### src/rtl/regfile_pkg.sv
// Shared widths, types and helpers for the register file and its write scoreboard.
package regfile_pkg;

  localparam int DEFAULT_A_WIDTH = 5;
  localparam int DEFAULT_D_WIDTH = 32;
  localparam int DEFAULT_CNT_W   = 2;
  localparam int ZERO_REG        = 0;

  typedef logic [DEFAULT_A_WIDTH-1:0] reg_addr_t;
  typedef logic [DEFAULT_D_WIDTH-1:0] reg_data_t;
  typedef logic [DEFAULT_CNT_W-1:0]   cnt_t;

  // Largest pending count a CNT_W-bit counter can hold.
  function automatic int cnt_max(input int cnt_w);
    return (1 << cnt_w) - 1;
  endfunction

endpackage

### src/rtl/regfile_sb_if.sv
// Decode/writeback-facing bus of the register file: read ports, writeback, issue handshake, status.
interface regfile_sb_if
  import regfile_pkg::*;
#(
  parameter int A_WIDTH = DEFAULT_A_WIDTH,
  parameter int D_WIDTH = DEFAULT_D_WIDTH,
  parameter int NR      = 2
) ();

  logic [NR-1:0][A_WIDTH-1:0] RA;
  logic [NR-1:0][D_WIDTH-1:0] RD;
  logic [NR-1:0]              RD_BUSY;
  logic                       WE3;
  logic [A_WIDTH-1:0]         A3;
  logic [D_WIDTH-1:0]         WD3;
  logic                       ISSUE_VALID;
  logic [A_WIDTH-1:0]         ISSUE_RD;
  logic                       ISSUE_READY;
  logic [D_WIDTH-1:0]         DBG;
  logic                       ERR_UNDERFLOW;

  modport master (
    output RA, WE3, A3, WD3, ISSUE_VALID, ISSUE_RD,
    input  RD, RD_BUSY, ISSUE_READY, DBG, ERR_UNDERFLOW
  );

  modport slave (
    input  RA, WE3, A3, WD3, ISSUE_VALID, ISSUE_RD,
    output RD, RD_BUSY, ISSUE_READY, DBG, ERR_UNDERFLOW
  );

endinterface

### src/rtl/regfile_scoreboard.sv
// Per-register pending-write counters: issue increments, writeback decrements,
// producing operand-busy flags, issue backpressure and a sticky underflow error.
module regfile_scoreboard
  import regfile_pkg::*;
#(
  parameter int A_WIDTH = DEFAULT_A_WIDTH,
  parameter int NR      = 2,
  parameter int CNT_W   = DEFAULT_CNT_W
) (
  input  logic                       clk,
  input  logic                       rst_n,
  input  logic [NR-1:0][A_WIDTH-1:0] ra,
  input  logic                       we,
  input  logic [A_WIDTH-1:0]         a3,
  input  logic                       issue_valid,
  input  logic [A_WIDTH-1:0]         issue_rd,
  output logic                       issue_ready,
  output logic [NR-1:0]              rd_busy,
  output logic                       err_underflow
);

  localparam int                 NREG = 2 ** A_WIDTH;
  localparam logic [CNT_W-1:0]   MAX  = CNT_W'(cnt_max(CNT_W));
  localparam logic [A_WIDTH-1:0] ZERO = A_WIDTH'(ZERO_REG);

  logic [CNT_W-1:0] cnt [NREG];
  logic [NREG-1:0]  inc;
  logic [NREG-1:0]  dec;
  logic             wr_live;

  assign wr_live = we && (a3 != ZERO);

  // A saturated destination may still issue when its writeback lands this cycle.
  assign issue_ready = !((issue_rd != ZERO) && (cnt[issue_rd] == MAX) && !(we && (a3 == issue_rd)));

  always_comb begin
    inc = '0;
    dec = '0;
    for (int r = 0; r < NREG; r++) begin
      inc[r] = issue_valid && issue_ready && (issue_rd == A_WIDTH'(r)) && (A_WIDTH'(r) != ZERO);
      dec[r] = we && (a3 == A_WIDTH'(r)) && (A_WIDTH'(r) != ZERO) && (cnt[r] != '0);
    end
  end

  always_ff @(posedge clk or negedge rst_n) begin
    if (!rst_n) begin
      for (int r = 0; r < NREG; r++) begin
        cnt[r] <= '0;
      end
      err_underflow <= 1'b0;
    end else begin
      for (int r = 0; r < NREG; r++) begin
        if (inc[r] && !dec[r]) begin
          cnt[r] <= cnt[r] + CNT_W'(1);
        end else if (dec[r] && !inc[r]) begin
          cnt[r] <= cnt[r] - CNT_W'(1);
        end
      end
      if (wr_live && (cnt[a3] == '0)) begin
        err_underflow <= 1'b1;
      end
    end
  end

  // The last outstanding write arriving now is forwarded, so the operand is usable.
  for (genvar i = 0; i < NR; i++) begin : g_busy
    assign rd_busy[i] = (ra[i] != ZERO) && (cnt[ra[i]] != '0)
                        && !(we && (a3 == ra[i]) && (cnt[ra[i]] == CNT_W'(1)));
  end

endmodule

### src/rtl/regfile_sb.sv
// Register file with hardwired x0, same-cycle write bypass on every read port,
// a debug mirror of one register and an attached write scoreboard.
module regfile_sb
  import regfile_pkg::*;
#(
  parameter int A_WIDTH = DEFAULT_A_WIDTH,
  parameter int D_WIDTH = DEFAULT_D_WIDTH,
  parameter int NR      = 2,
  parameter int CNT_W   = DEFAULT_CNT_W,
  parameter int DBG_IDX = 10
) (
  input logic          CLK,
  input logic          RST_N,
  regfile_sb_if.slave  bus
);

  localparam int                 NREG  = 2 ** A_WIDTH;
  localparam logic [A_WIDTH-1:0] ZERO  = A_WIDTH'(ZERO_REG);
  localparam logic [A_WIDTH-1:0] DBG_A = A_WIDTH'(DBG_IDX);

  logic [D_WIDTH-1:0] regs [NREG];
  logic               wr_live;

  assign wr_live = bus.WE3 && (bus.A3 != ZERO);

  // x0 is never written, so reading it from the array always yields zero.
  always_ff @(posedge CLK or negedge RST_N) begin
    if (!RST_N) begin
      for (int r = 0; r < NREG; r++) begin
        regs[r] <= '0;
      end
    end else if (wr_live) begin
      regs[bus.A3] <= bus.WD3;
    end
  end

  for (genvar i = 0; i < NR; i++) begin : g_read
    logic [D_WIDTH-1:0] rd_val;
    always_comb begin
      rd_val = '0;
      if (RST_N) begin
        rd_val = (wr_live && (bus.A3 == bus.RA[i])) ? bus.WD3 : regs[bus.RA[i]];
      end
    end
    assign bus.RD[i] = rd_val;
  end

  always_comb begin
    bus.DBG = '0;
    if (RST_N && (DBG_A != ZERO)) begin
      bus.DBG = (wr_live && (bus.A3 == DBG_A)) ? bus.WD3 : regs[DBG_A];
    end
  end

  regfile_scoreboard #(
    .A_WIDTH (A_WIDTH),
    .NR      (NR),
    .CNT_W   (CNT_W)
  ) u_scoreboard (
    .clk           (CLK),
    .rst_n         (RST_N),
    .ra            (bus.RA),
    .we            (bus.WE3),
    .a3            (bus.A3),
    .issue_valid   (bus.ISSUE_VALID),
    .issue_rd      (bus.ISSUE_RD),
    .issue_ready   (bus.ISSUE_READY),
    .rd_busy       (bus.RD_BUSY),
    .err_underflow (bus.ERR_UNDERFLOW)
  );

endmodule

### src/flat_wrapper.sv
// flat-port wrapper written by rule: the top's interface ports become plain ports
module regfile_sb_flat import regfile_pkg::*;
#(
  parameter int A_WIDTH = DEFAULT_A_WIDTH,
  parameter int D_WIDTH = DEFAULT_D_WIDTH,
  parameter int NR      = 2,
  parameter int CNT_W   = DEFAULT_CNT_W,
  parameter int DBG_IDX = 10
)
  (CLK, RST_N, bus_RA, bus_WE3, bus_A3, bus_WD3, bus_ISSUE_VALID, bus_ISSUE_RD, bus_RD, bus_RD_BUSY, bus_ISSUE_READY, bus_DBG, bus_ERR_UNDERFLOW);
  regfile_sb_if #(.A_WIDTH(A_WIDTH), .D_WIDTH(D_WIDTH), .NR(NR)) bus_i ();
  input logic CLK;
  input logic RST_N;
  input wire logic [$bits(bus_i.RA)-1:0] bus_RA;
  input wire logic [$bits(bus_i.WE3)-1:0] bus_WE3;
  input wire logic [$bits(bus_i.A3)-1:0] bus_A3;
  input wire logic [$bits(bus_i.WD3)-1:0] bus_WD3;
  input wire logic [$bits(bus_i.ISSUE_VALID)-1:0] bus_ISSUE_VALID;
  input wire logic [$bits(bus_i.ISSUE_RD)-1:0] bus_ISSUE_RD;
  output wire logic [$bits(bus_i.RD)-1:0] bus_RD;
  output wire logic [$bits(bus_i.RD_BUSY)-1:0] bus_RD_BUSY;
  output wire logic [$bits(bus_i.ISSUE_READY)-1:0] bus_ISSUE_READY;
  output wire logic [$bits(bus_i.DBG)-1:0] bus_DBG;
  output wire logic [$bits(bus_i.ERR_UNDERFLOW)-1:0] bus_ERR_UNDERFLOW;
  assign bus_i.RA = bus_RA;
  assign bus_i.WE3 = bus_WE3;
  assign bus_i.A3 = bus_A3;
  assign bus_i.WD3 = bus_WD3;
  assign bus_i.ISSUE_VALID = bus_ISSUE_VALID;
  assign bus_i.ISSUE_RD = bus_ISSUE_RD;
  assign bus_RD = bus_i.RD;
  assign bus_RD_BUSY = bus_i.RD_BUSY;
  assign bus_ISSUE_READY = bus_i.ISSUE_READY;
  assign bus_DBG = bus_i.DBG;
  assign bus_ERR_UNDERFLOW = bus_i.ERR_UNDERFLOW;
  regfile_sb #(.A_WIDTH(A_WIDTH), .D_WIDTH(D_WIDTH), .NR(NR), .CNT_W(CNT_W), .DBG_IDX(DBG_IDX)) u_core (.CLK(CLK), .RST_N(RST_N), .bus(bus_i));
endmodule
### config.mk
export PLATFORM = sky130hd
export DESIGN_NAME = regfile_sb_flat
export DESIGN_NICKNAME = d
export VERILOG_FILES = /design/src/rtl/regfile_pkg.sv /design/src/rtl/regfile_sb_if.sv /design/src/rtl/regfile_scoreboard.sv /design/src/rtl/regfile_sb.sv /design/src/flat_wrapper.sv
export SDC_FILE = /design/constraint.sdc
export NUM_CORES = 2
export LEC_CHECK = 0
export ABC_AREA = 1
export BUFFER_PORTS_ARGS = -buffer_cell sky130_fd_sc_hd__buf_2
export CAP_MARGIN = 15
export CELL_PAD_IN_SITES_DETAIL_PLACEMENT = 1
export CELL_PAD_IN_SITES_GLOBAL_PLACEMENT = 1
export CORE_ASPECT_RATIO = 1.2
export CORE_MARGIN = 5
export CORE_UTILIZATION = 30
export CTS_CLUSTER_SIZE = 10
export DETAILED_ROUTE_END_ITERATION = 6
export PLACE_DENSITY = 0.6
export SETUP_SLACK_MARGIN = 0.02
export SYNTH_ARGS = -nofsm -noshare
export SYNTH_HDL_FRONTEND = slang
export SYNTH_SLANG_ARGS = --single-unit
### constraint.sdc
create_clock -name CLK -period 6.4 [get_ports CLK]
set_clock_uncertainty 0.15 [all_clocks]
set_input_delay 1.28 -clock CLK [delete_from_list [all_inputs] [get_ports CLK]]
set_output_delay 1.28 -clock CLK [all_outputs]
set_load 0.02 [all_outputs]
==> summary by stage <==
Timing
The final count of hold timing violations was 0. The worst path in the final design needs a cycle of 5710 ps, including I/O delays and setup. Setup violations remaining at the end of the flow were counted as 0. Based on the critical path, the design can be clocked at up to 175 MHz.

Setup repair after global routing left no endpoint under its margin. Headroom to the max-slew limit came out at 22.3%. For the pin with the worst max-slew slack, the measured transition is 1170 ps. The max-slew violation count is 0. Summed over all failing endpoints, the final setup total negative slack is 0 ps.

Dividing the final minimum period by the clock period gives 89.3%.

Global routing
The number of antenna violations at the first check in global routing is 31. The first global-routing pass estimated 474000 µm of wire. The number of global-route vias before repair came to 64.1k. The overall global routing resource usage is 30.2%. The pin count of the biggest net entering global routing is 159.

The overflow left after global routing is 0.

Drt
Across all layers, the routed design uses 64.6k vias. The number of detailed-routing iterations run before antenna repair is 5. Summed over all layers, the routed wires come to 334000 µm. The number of DRC markers after the initial detailed-route iteration is 6682.

Summed over all nets, wire length on met2 after detailed routing comes to 149000 µm. The via density per instance is 5.92. The detailed-route wire length per cell is 30.6 µm. After detailed routing, the number of remaining DRC violations is 0.

The uppermost layer routed is met5. After detailed routing, the wire length on met1 is 139000 µm. Summed over all nets, wire length on met3 after detailed routing comes to 26700 µm. The post-route antenna net violation count is 0.

Worst setup path
The endpoint class of the critical path is an output port. The required arrival time at the worst endpoint is 4970 ps. At the worst endpoint, the arrival time is 4280 ps. The critical path in this run is classified as input port to output port.

The worst setup path is launched from an input port. The critical path goes through buf_2 > inv_1 > nand2_1 > nor2_1 > inv_2 > nor2_4 > inv_2 > nand2_1 > a21oi_1 > buf_2. The largest driver fanout on the critical path is 33. Counting both buffers and inverters, the worst setup path holds a total of 5. The delay of the slowest cell on the worst path is 680 ps. The slowest stage of the critical path is the a21oi_1 cell.

The family of cells with the greatest summed delay on the critical path is buffers and inverters.

Logic synthesis
The count of unique library cells instantiated by Yosys is 36. The cell taking the most area after synthesis is dfrtp_1. In the post-synthesis netlist, the cell with the most instances is nand2_1. Summing the sequential cell areas from Yosys gives 44.3% of the chip area.

The most used flip-flop cell after synthesis is dfrtp_1. In this run, synthesis produced a sequential element count of 1087. After synthesis the cells add up to 61400 µm².

By area the synthesized netlist is led by dfrtp_1 (44%), o21ai_0 (13%), nand2_1 (11%). The synthesized area per cell is 7.31 µm². The fraction of synthesized cell area taken by the top area cell type is 44.3%. For this run, the number of Yosys warnings is 0. The share of async-settable or async-resettable flops after synthesis is 100%. The number of synthesized flops with an enable pin is 0. The cell count after synthesis came out at 8396. The commonest cells after synthesis are nand2_1 (1786), o21ai_0 (1628), dfrtp_1 (1087), a21oi_1 (824), nor2_1 (576). Counting every net in the synthesized netlist gives 8483.

Die
The starting density of the core is 30.1%. The boundary pin count is 156. The floorplan die height is 506 µm. The die covers 214000 µm². The floorplan has 182 rows. Measured along the x axis, the die boundary spans 423 µm. The core area is 204000 µm².

Power
Per report_power, the clock group accounts for 34.6% of the total. The analysis attributes to cell leakage a power of 0.0301 µW. The total power density per cell area is 326 nW/µm². The internal power summed over all cells is 14500 µW. The switching power total is 8000 µW.

Net switching is 35.6% of the power. The sequential group share of total power is 42.9%. Per report_power, the combinational group accounts for 22.5% of the total.

The maximum vdd drop is 0.000309 V.

Hold path
In this run the worst hold path is classified as input port to async pin.

Clock network
CTS saw 1087 sinks. The post-cts sizing count is 0. The clock passes through at most 3 buffers.

Buffers inserted to repair hold after CTS numbered 0. The H-tree was split into 4 levels. The cell at the root of the clock tree is clkbuf_16. The clock-pin slew reported for the worst setup and hold paths after clock tree synthesis is 60 ps. The number of setup buffers added after CTS is 0. The TritonCTS clock tree is yes. The clock reaches the later pin of the worst-skew pair after 830 ps. The total clock buffers created by CTS is 138.

Final layout
After the flow finishes, the layout carries non-filler instances totaling 10.9k. In the final layout, the multi-input gates occupy 28800 µm². Of the cells placed in the final design, the portion with a size suffix greater than 1 is 7.83%. In the final layout, flip-flops and latches occupy 27200 µm².

At the end of the flow, the number of nets in the layout was 8224. Relative to the synthesized area, the layout overhead comes to 12.3%. The number of filler instances in the final layout is 24.9k.

Outcome
The flow ran to the end, and the final reports show no timing, DRC or antenna violations.

Place
The final weighted congestion in routability-driven placement is 0.868. Summed over all nets, the half-perimeter wirelength after detailed placement is 200000 µm. In this run, placement finished with an instance count of 10.7k. The number of buffer cells added on primary ports is 155.

Job
The number of max-cap violations is 0.
-- cells in the final DEF (no fill, tap or decap), types with 3 or more instances in the layout --
cell,netlist,layout
ha_1,31,31
bufinv_16,0,4
buf_12,0,43
nor3_1,7,7
dfrtp_1,1087,1087
o2111ai_1,6,6
buf_4,37,183
nand2_1,1786,1783
diode_2,0,16
clkinv_8,0,5
clkinv_1,5,4
xnor2_1,34,34
o22ai_1,86,86
nand4_1,62,62
inv_6,0,7
nand2_4,0,3
clkbuf_16,0,140
clkinv_2,0,15
nor2_1,576,562
nor2_4,6,28
clkbuf_1,429,40
buf_8,0,3
inv_2,25,23
inv_1,557,546
xor2_1,35,35
inv_16,0,3
a21oi_1,824,824
o221ai_1,32,32
nand3_1,401,401
o21ai_1,60,60
nor2_2,14,6
clkbuf_8,0,22
buf_6,5,3
o211ai_1,217,217
a22oi_1,130,130
o21ai_0,1628,1628
buf_2,245,146
-- flip-flops by register name, indices dropped and copies added, names as in the netlist --
name	cells
u_core.u_scoreboard.cnt	62
u_core.regs	1024
u_core.u_scoreboard.err_underflow	1
-- metrics by stage --
stage	util, %	instance area (µm²)	setup WS [ps]	hold WS [ps]	total power [µW]
2_1_floorplan	-	61400	2250	302	12500
3_3_place_gp	31.6	64600	911	237	14500
3_5_place_dp	31.6	64600	896	242	14600
4_1_cts	33.7	68900	885	179	22500
5_1_grt	33.7	68900	742	196	23500
6_report	33.7	68900	685	210	22500
-- power by group through the flow --
| stage | combinational, µW | sequential, µW | clock [µW] |
|---|---|---|---|
| 6_report | 5050 | 9620 | 7780 |
| 5_1_grt | 5600 | 9770 | 8150 |
| 4_1_cts | 5010 | 9570 | 7890 |
| 3_5_place_dp | 4980 | 9660 | 0 |
| 3_3_place_gp | 4850 | 9620 | 0 |
| 2_1_floorplan | 3280 | 9240 | 0 |
-- worst register-to-register path: cells and delay by family (launching register included) --
kind                       cells  cell delay (ps)
AOI/OAI and AO/OA              4              690
xor gates and xnor gates       1              160
adders and majority gates      1              290
buffers and inverters          2              450
DFF                            1              400
and+or+nand+nor                8              880
-- worst paths after layout --
check | from | endpoint | slack (ps) | depth (start not counted)
setup reg to reg | u_core.u_scoreboard.cnt[55] | u_core.u_scoreboard.cnt[11] | 3260 | 16
hold reg to reg | u_core.regs[1001] | u_core.regs[1001] | 250 | 0
hold / removal | RST_N | u_core.regs[309] | 210 | 1
max in group asynchronous | RST_N | u_core.regs[549] | 3310 | 4
min in group CLK | u_core.regs[1001] | u_core.regs[1001] | 250 | 0
setup / recovery | bus_A3[0] | bus_DBG[23] | 690 | 10
-- logic make-up (layout without fill, tap and decap cells) --
| logic type | after synthesis | count (layout) | share of synthesized area (%) |
|---|---|---|---|
| compound gates | 2987 | 2987 | 26.2 |
| xor+xnor | 69 | 69 | 0.984 |
| fa+ha+maj | 31 | 31 | 0.632 |
| buf+inv | 1365 | 1192 | 9.14 |
| flops | 1087 | 1087 | 44.3 |
| other cells | 0 | 16 | 0 |
| simple gates | 2857 | 2857 | 18.7 |
-- area by class of cell --
class / instances / area share, %
Clock buffer: 202 / 5.74
Antenna cell: 16 / 0.0581
Timing Repair Buffer: 378 / 4.42
Inverter: 588 / 3.26
Multi-Input combinational cell: 5944 / 41.7
Tap cell: 2668 / 4.84
Sequential cell: 1087 / 39.5
Clock inverter: 24 / 0.497
-- per-layer routing --
layer  up-vias  track usage [%]
li1      27700                -
met1     33200             39.9
met2      3036             47.8
met3       723             5.22
met4         8             15.1
met5         -                0
Power figures use the tool's default switching activity.
